--- src/rtl/riscv_mem_arbiter.sv ---
// Arbitrates one single-port unified memory between the instruction-fetch and data ports.
// Data wins contention until the starvation counter forces a fetch grant.
module riscv_mem_arbiter #(
    parameter int XLEN         = 32,
    parameter int STARVE_LIMIT = 4
) (
    input  logic            i_clk,
    input  logic            i_rst,
    input  logic            i_arb_if_req,
    input  logic [XLEN-1:0] i_arb_if_addr,
    output logic [XLEN-1:0] o_arb_if_rdata,
    output logic            o_arb_if_valid,
    output logic            o_arb_if_stall,
    input  logic            i_arb_d_req,
    input  logic            i_arb_d_wr_en,
    input  logic [XLEN-1:0] i_arb_d_addr,
    input  logic [XLEN-1:0] i_arb_d_wdata,
    input  logic [3:0]      i_arb_d_byte_sel,
    output logic [XLEN-1:0] o_arb_d_rdata,
    output logic            o_arb_d_valid,
    output logic            o_arb_d_stall,
    output logic            o_arb_mem_req,
    output logic [XLEN-1:0] o_arb_mem_addr,
    output logic            o_arb_mem_wr_en,
    output logic [XLEN-1:0] o_arb_mem_wdata,
    output logic [3:0]      o_arb_mem_byte_sel,
    input  logic            i_arb_mem_ack,
    input  logic [XLEN-1:0] i_arb_mem_rdata
);

    typedef enum logic [1:0] {
        IDLE    = 2'd0,
        BUSY_IF = 2'd1,
        BUSY_D  = 2'd2
    } state_t;

    localparam logic [3:0] LIMIT = 4'(STARVE_LIMIT);

    state_t     r_state;
    state_t     w_state_nxt;
    logic [3:0] r_starve_cnt;
    logic [3:0] w_starve_nxt;
    logic       w_grant_if;
    logic       w_grant_d;

    // Grant selection and next state; a completing port is only offered to the other side.
    always_comb begin
        w_state_nxt = r_state;
        w_grant_if  = 1'b0;
        w_grant_d   = 1'b0;
        case (r_state)
            IDLE: begin
                if (i_arb_if_req && i_arb_d_req) begin
                    if (r_starve_cnt == LIMIT) begin
                        w_grant_if = 1'b1;
                    end else begin
                        w_grant_d = 1'b1;
                    end
                end else if (i_arb_if_req) begin
                    w_grant_if = 1'b1;
                end else if (i_arb_d_req) begin
                    w_grant_d = 1'b1;
                end else begin
                    w_state_nxt = IDLE;
                end
            end
            BUSY_IF: begin
                if (i_arb_mem_ack) begin
                    if (i_arb_d_req) begin
                        w_grant_d = 1'b1;
                    end else begin
                        w_state_nxt = IDLE;
                    end
                end else begin
                    w_state_nxt = BUSY_IF;
                end
            end
            BUSY_D: begin
                if (i_arb_mem_ack) begin
                    if (i_arb_if_req) begin
                        w_grant_if = 1'b1;
                    end else begin
                        w_state_nxt = IDLE;
                    end
                end else begin
                    w_state_nxt = BUSY_D;
                end
            end
            default: begin
                w_state_nxt = IDLE;
            end
        endcase
        if (w_grant_if) begin
            w_state_nxt = BUSY_IF;
        end else if (w_grant_d) begin
            w_state_nxt = BUSY_D;
        end else begin
            w_state_nxt = w_state_nxt;
        end
    end

    // Starvation counter: counts data grants that beat a waiting fetch, saturating at the limit.
    always_comb begin
        w_starve_nxt = r_starve_cnt;
        if (w_grant_d) begin
            if (i_arb_if_req) begin
                if (r_starve_cnt < LIMIT) begin
                    w_starve_nxt = r_starve_cnt + 4'd1;
                end else begin
                    w_starve_nxt = LIMIT;
                end
            end else begin
                w_starve_nxt = 4'd0;
            end
        end else if (w_grant_if) begin
            w_starve_nxt = 4'd0;
        end else begin
            w_starve_nxt = r_starve_cnt;
        end
    end

    // State, counter and the registered memory request fields.
    always_ff @(posedge i_clk or posedge i_rst) begin
        if (i_rst) begin
            r_state            <= IDLE;
            r_starve_cnt       <= 4'd0;
            o_arb_mem_req      <= 1'b0;
            o_arb_mem_addr     <= '0;
            o_arb_mem_wr_en    <= 1'b0;
            o_arb_mem_wdata    <= '0;
            o_arb_mem_byte_sel <= 4'b0000;
        end else begin
            r_state       <= w_state_nxt;
            r_starve_cnt  <= w_starve_nxt;
            o_arb_mem_req <= (w_state_nxt != IDLE);
            if (w_grant_if) begin
                o_arb_mem_addr     <= i_arb_if_addr;
                o_arb_mem_wr_en    <= 1'b0;
                o_arb_mem_wdata    <= '0;
                o_arb_mem_byte_sel <= 4'b0000;
            end else if (w_grant_d) begin
                o_arb_mem_addr     <= i_arb_d_addr;
                o_arb_mem_wr_en    <= i_arb_d_wr_en;
                o_arb_mem_wdata    <= i_arb_d_wdata;
                // loads never carry byte enables to the memory
                o_arb_mem_byte_sel <= i_arb_d_wr_en ? i_arb_d_byte_sel : 4'b0000;
            end else begin
                o_arb_mem_addr     <= o_arb_mem_addr;
                o_arb_mem_wr_en    <= o_arb_mem_wr_en;
                o_arb_mem_wdata    <= o_arb_mem_wdata;
                o_arb_mem_byte_sel <= o_arb_mem_byte_sel;
            end
        end
    end

    assign o_arb_if_valid = (r_state == BUSY_IF) && i_arb_mem_ack;
    assign o_arb_d_valid  = (r_state == BUSY_D) && i_arb_mem_ack;
    assign o_arb_if_rdata = i_arb_mem_rdata;
    assign o_arb_d_rdata  = i_arb_mem_rdata;
    assign o_arb_if_stall = i_arb_if_req & ~o_arb_if_valid;
    assign o_arb_d_stall  = i_arb_d_req & ~o_arb_d_valid;

endmodule

--- config.mk ---
export PLATFORM = sky130hd
export DESIGN_NAME = riscv_mem_arbiter
export DESIGN_NICKNAME = d
export VERILOG_FILES = /design/src/rtl/riscv_mem_arbiter.sv
export SDC_FILE = /design/constraint.sdc
export NUM_CORES = 1
export LEC_CHECK = 0
export BUFFER_PORTS_ARGS = -buffer_cell sky130_fd_sc_hd__buf_2
export CAP_MARGIN = 20
export CORE_AREA = 2 2 108 110
export CTS_BUF_LIST = sky130_fd_sc_hd__clkbuf_2 sky130_fd_sc_hd__clkbuf_4 sky130_fd_sc_hd__clkbuf_8
export CTS_CLUSTER_DIAMETER = 50
export CTS_CLUSTER_SIZE = 20
export DETAILED_ROUTE_END_ITERATION = 6
export DIE_AREA = 0 0 110 112
export HOLD_SLACK_MARGIN = 0.15
export PLACE_DENSITY = 0.7
export SYNTH_ARGS = -nofsm -noshare
export SYNTH_HDL_FRONTEND = slang
export SYNTH_SLANG_ARGS = --single-unit
--- constraint.sdc ---
create_clock -name i_clk -period 3.6 [get_ports i_clk]
set_clock_uncertainty 0.05 [all_clocks]
set_input_delay 1.08 -clock i_clk [delete_from_list [all_inputs] [get_ports i_clk]]
set_output_delay 1.08 -clock i_clk [all_outputs]
set_load 0.02 [all_outputs]
==> impl_metrics.tcl <==
set metrics [dict create \
    status "finished clean" \
    grt_max_degree 52 \
    r2r_cells 7 \
    vdd_ir_drop_max_v 0.000331 \
    grtUsageTotal 0.159 \
    post_cts_resized 0 \
    ios 276 \
    hold_depth 2 \
    detailed_place.area_sq_um 4370 \
    core_area_sq_um 11200 \
    postLayoutCellArea_sq_um 4580 \
    postRouteAntennaNets 0 \
    endpoint_kind "primary output" \
    grt.overflow.total 0 \
    crit_start "i_arb_mem_ack" \
    min-delay-start "o_arb_mem_byte_sel[1]" \
    grt_setup_unrepaired "false" \
    gp_congestion 0.855 \
    nNetsFinal 667 \
    die-area_sq_um 12300 \
    first_pass_iters 5 \
    cp_common_cell "buf_2" \
    routedWlPerCell_um 14.0 \
    synth_top_area_share 0.492 \
    synth_common_cells "dfrtp_1 (76), buf_4 (69), nand2_1 (69)" \
    clock-root-buffer "clkbuf_8" \
    vias 3179 \
    cts-hold-fix-buffers 0 \
    fin_util 0.410 \
    maxCapViolations 0 \
    power-per-cell-area_nw_per_um2 851 \
    grt_pass1_wl_um 15200 \
    multi_input_area_sq_um 1190 \
    port_buffers 179 \
    slew_headroom 0.455 \
    synth_area_sq_um 3860 \
    synth_cells 414 \
    period_share 0.787 \
    dp_hpwl_um 7020 \
    path_class "in -> out" \
    p_leak_nw 2.43 \
    drive_gt1_frac 0.417 \
    worstPathArrival_ns 1.70 \
    clock-sinks 76 \
    htreeDepth 3 \
    synth-edff-count 0 \
    num_rows 39 \
    cts_tree "yes" \
    grt_pass1_vias 3255 \
    synth_cell_type_count 32 \
    fin_setup_tns_ns 0 \
    hold_violations 0 \
    cp-start-kind "input port" \
    worstHoldPathType "reg -> reg" \
    die_w_um 110 \
    die_h_um 112 \
    drt_iter0_drc 112 \
    synth_area_per_cell_sq_um 9.34 \
    period_needed_ns 2.83 \
    fmax_mhz 353 \
    synth-seq-cells 76 \
    ys_seq_area_frac 0.492 \
    yosys.area.top_type "dfrtp_1" \
    critPathSlowestCell "and3_1" \
    crit_path_max_incr_delay_ns 0.19 \
    slew_viol_final 0 \
    path_cells "buf_2, and3_1, nor2b_1, buf_2" \
    r2r-start "r_starve_cnt[0]" \
    vias_per_cell 4.72 \
    drc 0 \
    grt_antenna_before_repair 0 \
    numCtsBuffers 9 \
    layout.area.seq_sq_um 1900 \
    crit_fanout 8 \
    post_cts.repair.setup_buffers 0 \
    syn_nets 554 \
    synth.most_common_cell "dfrtp_1" \
    synth_warnings 0 \
    num_antenna_cells 0 \
    clk_latency_ns 0.35 \
    initial_core_util 0.346 \
    area_delta_synth_final_pct 18.6 \
    synthFlopType "dfrtp_1" \
    ys_async_sr_fraction 1.00 \
    cts_buffer_depth 2 \
    wl_um 9440 \
    clk_pin_slew_worst_paths_ns 0.08 \
    fill_cells 1111 \
    yosys-top-cells-area "dfrtp_1 (49%), buf_4 (13%), nand2_1 (6.7%), a21oi_1 (5.7%), inv_1 (3.8%)" \
    tightest_slew_ns 0.818 \
    required_ns 2.47 \
    setup_viol 0 \
]
[worst paths after layout]
check | end | slack [ns]
min | o_arb_mem_byte_sel[1] | 0.45
max | o_arb_d_stall | 0.77
max in group asynchronous | o_arb_mem_addr[21] | 2.11
min reg2reg | o_arb_mem_byte_sel[1] | 0.45
max reg2reg | o_arb_mem_wdata[23] | 1.57
min in group asynchronous | o_arb_mem_wdata[3] | 0.66
[metrics by stage]
| stage | power [mW] | setup WS [ns] | hold WS [ns] | cells |
|---|---|---|---|---|
| after floorplan | 2.76 | 0.532 | 0.469 | 414 |
| after global placement | 3.20 | 0.813 | 0.427 | 659 |
| after detailed placement | 3.27 | 0.765 | 0.438 | 659 |
| after CTS | 3.97 | 0.763 | 0.457 | 673 |
| after global routing | 4.21 | 0.730 | 0.472 | 673 |
| final | 3.90 | 0.767 | 0.455 | 673 |
[flip-flops by register name (all words and copies together) (netlist names)]
name	count
r_starve_cnt	4
r_state	2
o_arb_mem_byte_sel	4
o_arb_mem_wr_en	1
o_arb_mem_addr	32
o_arb_mem_req	1
o_arb_mem_wdata	32
[final cells by class]
| cell class | count | area share |
|---|---|---|
| Timing Repair Buffer | 187 | 0.209 |
| Tap cell | 143 | 0.0390 |
| Clock inverter | 1 | 0.00655 |
| Sequential cell | 76 | 0.415 |
| Inverter | 39 | 0.0322 |
| Clock buffer | 13 | 0.0390 |
| Multi-Input combinational cell | 214 | 0.260 |
[cells by family after synthesis]
kind of cell,count (synthesis),share of synthesized area
buffers and inverters,124,0.202
AOI/OAI and AO/OA,112,0.182
and+or+nand+nor,99,0.115
DFF,76,0.492
adders and majority gates,2,0.00647
muxes,1,0.00259
[report_power, final]
part	internal, mW	switching, mW	leakage [nW]	total, mW
Clock	0.389	0.291	0.108	0.679
Combinational	0.605	1.17	1.38	1.78
Sequential	1.23	0.215	0.940	1.44
Total	2.22	1.68	2.43	3.90
[per-layer routing]
| layer | GRT usage | vias to the layer above | part of all wire |
|---|---|---|---|
| met2 | 0.275 | 168 | 0.50 |
| li1 | - | 1520 | - |
| met1 | 0.173 | 1472 | 0.38 |
| met4 | 0.0810 | 0 | 0.026 |
| met5 | 0 | - | 0 |
| met3 | 0.0468 | 19 | 0.090 |
[worst max-delay path, delay by kind of cell]
family	cells	cell delay (ns)
buffers and inverters	2	0.32
AND/OR/NAND/NOR	2	0.30
[cell usage in the layout, fill, tap and decap left out, types with 2 or more instances in the layout]
master	count
buf_2	179
dfrtp_1	76
nand2_1	69
a21oi_1	44
inv_1	38
o22ai_1	21
o21ai_0	14
clkbuf_8	13
a22oi_1	12
a21oi_2	11
nand3_1	8
buf_4	8
nor2_1	7
nand2b_1	4
nor2b_1	3
o21ai_1	3
ha_1	2
Note: power is estimated with default switching activity, not from simulation.
